[src/rtl/syn_fgyrus_pkg.sv]
// rtl/syn_fgyrus_pkg.sv - shared types, constants and helpers for the fgyrus spectrum blocks
//
// Contents:
//   fsm_state_t  : frame sequencer states (IDLE, WAIT, READ, DRAIN, DONE)
//   MAG_BETA_SH1 : first shift of the 3/8 beta term (mn >> 2)
//   MAG_BETA_SH2 : second shift of the 3/8 beta term (mn >> 3)
//   abs_sat()    : absolute value of a w-bit signed word, saturating the most
//                  negative input so the result always fits in w-1 magnitude bits

package syn_fgyrus_pkg;

    typedef enum logic [2:0] {
        ST_IDLE,
        ST_WAIT,
        ST_READ,
        ST_DRAIN,
        ST_DONE
    } fsm_state_t;

    // 3/8 = 1/4 + 1/8
    localparam int MAG_BETA_SH1 = 2;
    localparam int MAG_BETA_SH2 = 3;

    // x is a w-bit signed value sign-extended to 64 bits (w <= 64).
    // -2**(w-1) has no positive counterpart in w bits, so it maps to 2**(w-1)-1.
    function automatic logic [63:0] abs_sat(input logic signed [63:0] x,
                                            input int unsigned        w);
        logic signed [63:0] min_neg;
        min_neg = -(64'sd1 <<< (w - 1));
        if (x == min_neg) begin
            return (64'd1 << (w - 1)) - 64'd1;
        end else if (x < 0) begin
            return -x;
        end else begin
            return x;
        end
    endfunction

endpackage

[src/rtl/syn_fgyrus_fft_mag_calc_approx.sv]
// rtl/syn_fgyrus_fft_mag_calc_approx.sv - 3-stage alpha-max-beta-min magnitude pipeline
//
// Module syn_mag_approx: |X| ~ max(|re|,|im|) + 3/8*min(|re|,|im|), one sample per cycle.
// A valid bit and an address travel alongside the data so the output can be
// written straight into a RAM.
//
// Ports:
//   clk        in   1       clock
//   resetn     in   1       synchronous reset, active low (clears valids and outputs)
//   in_valid   in   1       sample valid
//   in_addr    in   ADDR_W  sideband address for the sample
//   in_re      in   DATA_W  real part, signed
//   in_im      in   DATA_W  imaginary part, signed
//   out_valid  out  1       result valid, 3 cycles after in_valid
//   out_addr   out  ADDR_W  address that entered with the sample
//   out_data   out  DATA_W  unsigned magnitude

module syn_mag_approx
    import syn_fgyrus_pkg::*;
#(
    parameter int ADDR_W = 7,
    parameter int DATA_W = 32
) (
    input  logic                     clk,
    input  logic                     resetn,
    input  logic                     in_valid,
    input  logic [ADDR_W-1:0]        in_addr,
    input  logic signed [DATA_W-1:0] in_re,
    input  logic signed [DATA_W-1:0] in_im,
    output logic                     out_valid,
    output logic [ADDR_W-1:0]        out_addr,
    output logic [DATA_W-1:0]        out_data
);

    logic              v_s1, v_s2;
    logic [ADDR_W-1:0] addr_s1, addr_s2;
    logic [DATA_W-1:0] a_s1, b_s1;
    logic [DATA_W-1:0] mx_s2, mn_s2;

    always_ff @(posedge clk) begin
        if (!resetn) begin
            v_s1      <= 1'b0;
            v_s2      <= 1'b0;
            out_valid <= 1'b0;
            addr_s1   <= '0;
            addr_s2   <= '0;
            out_addr  <= '0;
            a_s1      <= '0;
            b_s1      <= '0;
            mx_s2     <= '0;
            mn_s2     <= '0;
            out_data  <= '0;
        end else begin
            // S1: absolute values
            v_s1    <= in_valid;
            addr_s1 <= in_addr;
            a_s1    <= DATA_W'(abs_sat(64'(in_re), DATA_W));
            b_s1    <= DATA_W'(abs_sat(64'(in_im), DATA_W));

            // S2: sort
            v_s2    <= v_s1;
            addr_s2 <= addr_s1;
            if (a_s1 >= b_s1) begin
                mx_s2 <= a_s1;
                mn_s2 <= b_s1;
            end else begin
                mx_s2 <= b_s1;
                mn_s2 <= a_s1;
            end

            // S3: inputs are at most 2**(DATA_W-1)-1, so the sum stays below
            // 1.375*2**(DATA_W-1) and cannot wrap in DATA_W bits.
            out_valid <= v_s2;
            out_addr  <= addr_s2;
            out_data  <= mx_s2 + (mn_s2 >> MAG_BETA_SH1) + (mn_s2 >> MAG_BETA_SH2);
        end
    end

endmodule

[src/rtl/syn_fgyrus_fft_mag_calc.sv]
// rtl/syn_fgyrus_fft_mag_calc.sv - FFT RAM to magnitude RAM frame converter
//
// On each accepted fft_done pulse, reads bins 0..NUM_BINS-1 from the FFT RAM,
// computes an alpha-max-beta-min magnitude per bin and writes it to the
// magnitude RAM at the same index, then pulses mag_done.
//
// Ports:
//   sys_clk_100          in   1       system clock
//   sys_rst_n            in   1       synchronous reset, active low
//   fft_done             in   1       pulse: FFT RAM holds a complete frame
//   mag_ram_lock         in   1       consumer is reading the magnitude RAM
//   fft_ram_rd_en        out  1       FFT RAM read strobe
//   fft_ram_rd_addr      out  ADDR_W  FFT RAM read address
//   fft_ram_rd_real_data in   DATA_W  real word, RD_LAT cycles after rd_en
//   fft_ram_rd_im_data   in   DATA_W  imaginary word, same timing
//   mag_ram_wr_en        out  1       magnitude RAM write strobe
//   mag_ram_wr_addr      out  ADDR_W  magnitude RAM write address (bin index)
//   mag_ram_wr_data      out  DATA_W  unsigned magnitude
//   mag_done             out  1       pulse after the last bin is written
//   busy                 out  1       frame accepted and not yet finished
//   fft_ovr              out  1       pulse: fft_done arrived while not idle

module syn_fgyrus_fft_mag_calc
    import syn_fgyrus_pkg::*;
#(
    parameter int ADDR_W   = 7,
    parameter int DATA_W   = 32,
    parameter int NUM_BINS = 64,
    parameter int RD_LAT   = 1
) (
    input  logic              sys_clk_100,
    input  logic              sys_rst_n,
    input  logic              fft_done,
    input  logic              mag_ram_lock,
    output logic              fft_ram_rd_en,
    output logic [ADDR_W-1:0] fft_ram_rd_addr,
    input  logic [DATA_W-1:0] fft_ram_rd_real_data,
    input  logic [DATA_W-1:0] fft_ram_rd_im_data,
    output logic              mag_ram_wr_en,
    output logic [ADDR_W-1:0] mag_ram_wr_addr,
    output logic [DATA_W-1:0] mag_ram_wr_data,
    output logic              mag_done,
    output logic              busy,
    output logic              fft_ovr
);

    localparam logic [ADDR_W-1:0] LAST_ADDR = ADDR_W'(NUM_BINS - 1);

    fsm_state_t        state;
    logic [RD_LAT-1:0] vld_sr;
    logic [ADDR_W-1:0] addr_sr [RD_LAT];

    // Frame sequencer. mag_done is registered from the DONE state, so it
    // appears in the first IDLE cycle; busy is held through that cycle and a
    // new fft_done seen there is accepted immediately.
    always_ff @(posedge sys_clk_100) begin
        if (!sys_rst_n) begin
            state           <= ST_IDLE;
            fft_ram_rd_en   <= 1'b0;
            fft_ram_rd_addr <= '0;
            mag_done        <= 1'b0;
            busy            <= 1'b0;
            fft_ovr         <= 1'b0;
        end else begin
            mag_done <= 1'b0;
            fft_ovr  <= fft_done && (state != ST_IDLE);

            case (state)
                ST_IDLE: begin
                    busy <= fft_done;
                    if (fft_done) begin
                        if (mag_ram_lock) begin
                            state <= ST_WAIT;
                        end else begin
                            state           <= ST_READ;
                            fft_ram_rd_en   <= 1'b1;
                            fft_ram_rd_addr <= '0;
                        end
                    end
                end
                ST_WAIT: begin
                    if (!mag_ram_lock) begin
                        state           <= ST_READ;
                        fft_ram_rd_en   <= 1'b1;
                        fft_ram_rd_addr <= '0;
                    end
                end
                ST_READ: begin
                    if (fft_ram_rd_addr == LAST_ADDR) begin
                        state           <= ST_DRAIN;
                        fft_ram_rd_en   <= 1'b0;
                        fft_ram_rd_addr <= '0;
                    end else begin
                        fft_ram_rd_addr <= fft_ram_rd_addr + ADDR_W'(1);
                    end
                end
                ST_DRAIN: begin
                    if (mag_ram_wr_en && (mag_ram_wr_addr == LAST_ADDR)) begin
                        state <= ST_DONE;
                    end
                end
                ST_DONE: begin
                    mag_done <= 1'b1;
                    state    <= ST_IDLE;
                end
                default: begin
                    state <= ST_IDLE;
                end
            endcase
        end
    end

    // Delay rd_en/addr by the RAM read latency so they line up with the data.
    always_ff @(posedge sys_clk_100) begin
        if (!sys_rst_n) begin
            vld_sr <= '0;
            for (int i = 0; i < RD_LAT; i++) begin
                addr_sr[i] <= '0;
            end
        end else begin
            vld_sr[0]  <= fft_ram_rd_en;
            addr_sr[0] <= fft_ram_rd_addr;
            for (int i = 1; i < RD_LAT; i++) begin
                vld_sr[i]  <= vld_sr[i-1];
                addr_sr[i] <= addr_sr[i-1];
            end
        end
    end

    syn_mag_approx #(
        .ADDR_W (ADDR_W),
        .DATA_W (DATA_W)
    ) u_mag_approx (
        .clk       (sys_clk_100),
        .resetn    (sys_rst_n),
        .in_valid  (vld_sr[RD_LAT-1]),
        .in_addr   (addr_sr[RD_LAT-1]),
        .in_re     (signed'(fft_ram_rd_real_data)),
        .in_im     (signed'(fft_ram_rd_im_data)),
        .out_valid (mag_ram_wr_en),
        .out_addr  (mag_ram_wr_addr),
        .out_data  (mag_ram_wr_data)
    );

endmodule

[config.mk]
export PLATFORM = sky130hd
export DESIGN_NAME = syn_fgyrus_fft_mag_calc
export DESIGN_NICKNAME = d
export VERILOG_FILES = /design/src/rtl/syn_fgyrus_pkg.sv /design/src/rtl/syn_fgyrus_fft_mag_calc_approx.sv /design/src/rtl/syn_fgyrus_fft_mag_calc.sv
export SDC_FILE = /design/constraint.sdc
export NUM_CORES = 1
export LEC_CHECK = 0
export CAP_MARGIN = 20
export CORE_UTILIZATION = 52
export DETAILED_ROUTE_END_ITERATION = 10
export PLACE_DENSITY_LB_ADDON = 0.1
export SYNTH_ARGS = -nofsm -noshare
export SYNTH_HDL_FRONTEND = slang
export SYNTH_HIERARCHICAL = 1
export SYNTH_SLANG_ARGS = --single-unit
[constraint.sdc]
create_clock -name sys_clk_100 -period 2.7 [get_ports sys_clk_100]
set_input_delay 0.54 -clock sys_clk_100 [delete_from_list [all_inputs] [get_ports sys_clk_100]]
set_output_delay 0.54 -clock sys_clk_100 [all_outputs]
set_load 0.02 [all_outputs]
; ---- Word-level counts from Yosys, hierarchy flattened
; Memory sizes are Yosys's and may differ from the RTL's. A register that Yosys moved wholly into a read port is not among the register bits.
; Index checks and enable logic that the tools add are counted.
; W data, S select, Z words.
[classes]
n_addsub = 5
n_lt_le_gt_ge = 3
eq_ne = 12
mux = 25
bitwise_logic = 1
n_reduce_logical = 12
[op_table]
columns = op, n
row1 = $mux W32, 4
row2 = $eq A32 B32 Y1 const B, 2
row3 = $lt A32 B1 Y1 const B, 2
row4 = $neg A32 Y32, 2
row5 = $mux W31, 2
row6 = $add A32 B29 Y32, 1
row7 = $add A32 B30 Y32, 1
row8 = $ge A32 B32 Y1, 1
row9 = $mux W7, 4
row10 = $pmux W7 S3, 1
row11 = $eq A7 B6 Y1 const B, 2
row12 = $mux W3, 4
row13 = $pmux W3 S4, 1
row14 = $ne A2 B2 Y1 const B, 4
row15 = $add A7 B1 Y7 const B, 1
row16 = $mux W1, 7
row17 = $reduce_or A7 Y1, 1
row18 = $eq A3 B2 Y1 const B, 2
row19 = $reduce_bool A3 Y1, 2
row20 = $reduce_and A4 Y1, 1
row21 = $reduce_or A2 Y1, 2
row22 = $eq A3 B1 Y1 const B, 1
row23 = $eq A3 B3 Y1 const B, 1
row24 = $logic_not A3 Y1, 1
row25 = other kinds (7), 8
[totals]
reg_bits = 192
ramBits = 7
inputBits = 68
out_inout_bits = 51
wordCells = 78
memories = 1
[memory_table]
columns = memory, depth, word_bits, rd, rd_clocked_by_memory_dff, write_ports, line_no
row1 = addr_sr, 1, 7, 1, 1, 1, syn_fgyrus_fft_mag_calc.sv:51  ; logic [ADDR_W-1:0] addr_sr [RD_LAT];

; ---- Longest topological paths before layout
[depth]
word_depth = 4
mapped_depth = 11
ltp_nobuf = 11

; ---- Modules after synthesis
; The synthesis kept the hierarchy.
[by_module_without_submodules]
columns = module, instances, cells_per_inst, area_each_um2, seq_area_each_um2
row1 = syn_mag_approx, 1, 1087, 9922.0, 3643.5
row2 = syn_fgyrus_fft_mag_calc, 1, 83, 857.1, 440.4

; ---- Worst setup path before layout
; No wires, ideal clock.
[synth_path]
path_kind = register to register
startpoint = register u_mag_approx.mn_s2[4]
endpoint = register u_mag_approx.out_data[27]
setup_time_ns = 0.127
arrival_ns = 2.790
required_time_ns = 2.573
slack_ns = -0.217
path_stages_with_launch = 10
path_buffers = 0
period_less_slack_ns = 2.917
cell_sequence = dfxtp_1 > fa_1 > ha_1 > fa_1 > a21o_1 > a41oi_1 > o21ai_1 > o311ai_1 > nor2_1 > or3_1
[synth_between]
elab_chain_len = 2
[synth_rtl]
columns = item, line_no
row1 = from (decl), syn_fgyrus_fft_mag_calc_approx.sv:38  ; logic [DATA_W-1:0] mx_s2, mn_s2;
row2 = from (signal assigned), syn_fgyrus_fft_mag_calc_approx.sv:65  ; mn_s2 <= b_s1;
row3 = from (signal assigned), syn_fgyrus_fft_mag_calc_approx.sv:68  ; mn_s2 <= a_s1;
row4 = $add A32 B30 Y32, syn_fgyrus_fft_mag_calc_approx.sv:75  ; out_data <= mx_s2 + (mn_s2 >> MAG_BETA_SH1) + (mn_s2 >> MAG_BETA_SH2);
row5 = $add A32 B29 Y32 *, syn_fgyrus_fft_mag_calc_approx.sv:75
row6 = to (signal assigned), syn_fgyrus_fft_mag_calc_approx.sv:75
row7 = to (decl), syn_fgyrus_fft_mag_calc_approx.sv:32  ; output logic [DATA_W-1:0] out_data
; Every way passes the cells marked *; elsewhere a longest branch is shown, timed or not.
; A chain may end at the register's enable or synchronous reset.

; ---- Worst setup path after layout
[layout_path]
startpoint = register u_mag_approx.mx_s2[1]
endpoint = register u_mag_approx.out_data[21]
[layout_between]
elab_chain_len = 2
[layout_rtl]
columns = item, line_no
row1 = from (decl), syn_fgyrus_fft_mag_calc_approx.sv:38
row2 = from (signal assigned), syn_fgyrus_fft_mag_calc_approx.sv:64  ; mx_s2 <= a_s1;
row3 = from (signal assigned), syn_fgyrus_fft_mag_calc_approx.sv:67  ; mx_s2 <= b_s1;
row4 = $add A32 B30 Y32, syn_fgyrus_fft_mag_calc_approx.sv:75
row5 = $add A32 B29 Y32, syn_fgyrus_fft_mag_calc_approx.sv:75
; No other way between the ends.

==> reports/metrics.yaml <==
global_routing:
  grt_util_met3_pct: 3.07
  grt_pass1_wl_um: 40200
  grt_max_degree: 78
  gr-usage-all-layers_pct: 22.8
  met1_usage_pct: 32.8
  grt.met2_usage_pct: 36.2
  grt_pass1_vias: 8324
  antenna_found_initial: 0
  grt-busiest-layer: "met2"
  gr-total-overflow: 0
drt:
  vias: 8968
  drc: 0
  vias_per_cell: 5.34
  wirelength_um: 24800
  antenna_left: 0
  drtPass1Iterations: 7
  drtIter0Drc: 435
  post_drt_wl_per_cell_um: 14.8
timing:
  finalSetupViolCount: 3
  whs_ps: 431
  drv_slew: 0
  maxSlewHeadroom_pct: 52.8
  hold_viol: 0
  rsz0062_at_grt: "yes"
  fin_skew_ps: 14.0
  fmax_mhz: 362
  finalCritPeriodShare_pct: 102
  min_period_ps: 2760
  tightestPinTransition_ps: 697
  setup_ws_ps: -60.1
clock_network:
  clock_latency_ps: 500
  cts_tree: "built"
  cts-root-buf: "clkbuf_16"
  clk_pin_slew_ps: 60
  numCtsBuffers: 22
  cts.sinks: 204
  cts_max_level: 1
  clockBufferDepth: 3
logic_synthesis:
  synth-async-reset-ratio_pct: 0
  synth_cell_types: 76
  synth_cells: 1170
  syn-cell-area_um2: 10800
  synth_xor_area_share_pct: 4.88
  synth-seq-area-share_pct: 37.9
  syn_nets: 1334
  synth_top_family_by_area: "simple AND/OR/NAND/NOR gates"
  synth_area_leaders: "dfxtp_1 38%, ha_1 7.7%, mux2i_1 6.7%"
  synth.most_common_cell: "dfxtp_1"
  synth_flop_cell: "dfxtp_1"
  synth_edf_count: 0
  synth_top_area_cell: "dfxtp_1"
  synth_area_per_cell_um2: 9.21
  synthTopCellsByCount: "204 x dfxtp_1, 121 x nand2_1, 76 x a21oi_1, 72 x mux2i_1, 66 x ha_1"
  synth_mux_area_share_pct: 6.93
  synth.top_cell.area_share_pct: 37.9
  synth_compound_area_share_pct: 15.9
  yosysWarnings: 6
  yosys.area_share.simple_pct: 17.4
  ys_ff_latch: 204
  synthAdderAreaFrac_pct: 13.2
setup_path:
  critical_path_required_ps: 3130
  cp.arrival_ps: 3190
  crit_type: "register to register"
  end_kind: "register"
  start_kind: "register"
  critical_path_peak_fanout: 3
  reg2regPathDepth: 10
power:
  seqPwrFrac_pct: 37.9
  finalPower_uw: 9090
  p_sw_uw: 2620
  swShare_pct: 28.8
  power_density_nw_per_um2: 641
  clock_power_share_pct: 34.7
  p_comb_share_pct: 27.4
  cellInternalPower_uw: 6470
  vdd_ir_drop_max_v: 0.000393
  leakage_uw: 0.00619
floorplan:
  dieArea_um2: 21300
  die_w_um: 146
  std_cell_rows: 52
  core_um2: 20300
  io-pin-count: 119
  start_util_pct: 53.1
  fp.dieH_um: 146
run:
  maxCapViolCount: 0
place:
  dp_slack_ps: -255
  post-dp-hpwl_um: 19200
  io_buffers: 118
  dpl-instance-area_um2: 13100
  gp_congestion: 0.888
outcome:
  status: "finished, violations left"
  violations: "negative setup slack"
finish:
  antenna_cells: 0
  nets: 1558
  nFillCells: 1629
  multi_input_area_um2: 6520
  ff_latch_area_um2: 4090
  drive_gt1_share_pct: 17.0
  fin_area_um2: 14200
  syn2layout_area_growth_pct: 31.6
  utilization_pct: 69.9
worst_hold_path:
  hold_path.class: "register to register"
  whs_path_depth: 1
-- logic make-up (layout without fill, tap and decap cells) --
kind of cell,Yosys count,count (layout)
adders and majority gates,96,96
and+or+nand+nor,365,365
AOI/OAI and AO/OA,267,267
buffers and inverters,104,343
xor gates and xnor gates,60,60
muxes,74,74
DFF,204,204
-- cell usage in the layout (no fill, tap or decap), types with 5 or more instances in the layout --
master           instances
dfxtp_1                200
buf_4                  133
nand2_1                121
clkdlybuf4s50_1        117
a21oi_1                 71
mux2i_1                 70
ha_1                    64
o21ai_0                 58
nor2_1                  54
xor2_1                  52
inv_1                   48
and2_1                  38
nor3_1                  30
fa_1                    28
clkbuf_16               23
nand3_1                 19
o31ai_1                 17
nand4_1                 16
a21o_1                  16
or3_1                   14
o21a_1                  11
nor2b_1                 10
o21ai_2                  8
o211ai_1                 8
xnor2_1                  8
a211oi_1                 8
nand2b_1                 8
and4_1                   7
a21oi_2                  6
nor3b_1                  6
a31oi_1                  6
or4_1                    6
nor4_1                   6
o31a_1                   6
and3_1                   5
-- power groups by stage --
stage                     Clock [uW]  Sequential [uW]  Combinational, uW
final                           3160             3440               2490
after CTS                       3200             3450               2400
after global placement             0             3510               2330
after detailed placement           0             3510               2360
after global routing            3350             3480               2720
after floorplan                    0             3600               1270
-- layout make-up --
type,instances,area share (%)
timing repair buffer,255,16.0
inverter,49,1.30
clock inverter,12,1.29
clock buffer,27,4.23
tap,270,2.38
sequential,204,28.8
multi-input combinational,862,45.9
-- worst paths after layout --
check	from	to	slack, ps
setup / recovery	u_mag_approx/mx_s2[1]	u_mag_approx/out_data[21]	-60
hold / removal	u_mag_approx/addr_s1[5]	u_mag_approx/addr_s2[5]	430
setup reg to reg	u_mag_approx/mx_s2[1]	u_mag_approx/out_data[21]	-60
hold reg to reg	u_mag_approx/addr_s1[5]	u_mag_approx/addr_s2[5]	430
-- routing by layer --
layer	vias to the layer above	routed length, um
met3	30	1130
li1	4599	-
met4	0	357
met2	220	10900
met5	-	0
met1	4119	12500
-- state kept, by name (all words and copies together) (netlist names), 3 cells and up --
| signal | cells |
|---|---|
| u_mag_approx/mn_s2 | 30 |
| u_mag_approx/a_s1 | 32 |
| u_mag_approx/out_addr | 7 |
| u_mag_approx/mx_s2 | 32 |
| u_mag_approx/addr_s2 | 7 |
| u_mag_approx/out_data | 32 |
| fft_ram_rd_addr | 7 |
| u_mag_approx/addr_s1 | 7 |
| state | 3 |
| addr_sr | 7 |
| u_mag_approx/b_s1 | 32 |
-- repair_timing --
item / 4_1_cts / 5_1_grt
resized for setup: 23 / 28
hold buffers: 0 / 0
cloned: 0 / 1
buffers inserted: 1 / 3
pin swaps: 7 / 13
setup endpoints to repair: 17 / 21
-- critical path, cell delays in order, from the launching register on --
cell and delay, ps:
dfxtp_2 320, fa_1 470, ha_2 200, fa_2 350, a21o_1 230, a41o_1 300
o311ai_1 250, buf_4 170, a31oi_2 100, o21a_1 200, nor3_2 80
-- through the flow --
stage / instances / setup TNS [ps]
after global routing: 1679 / -652
after CTS: 1676 / -217
after global placement: 1636 / -1210
after detailed placement: 1636 / -2640
final: 1679 / -153
after floorplan: 1170 / -46.6
Note: power is estimated with default switching activity, not from simulation.
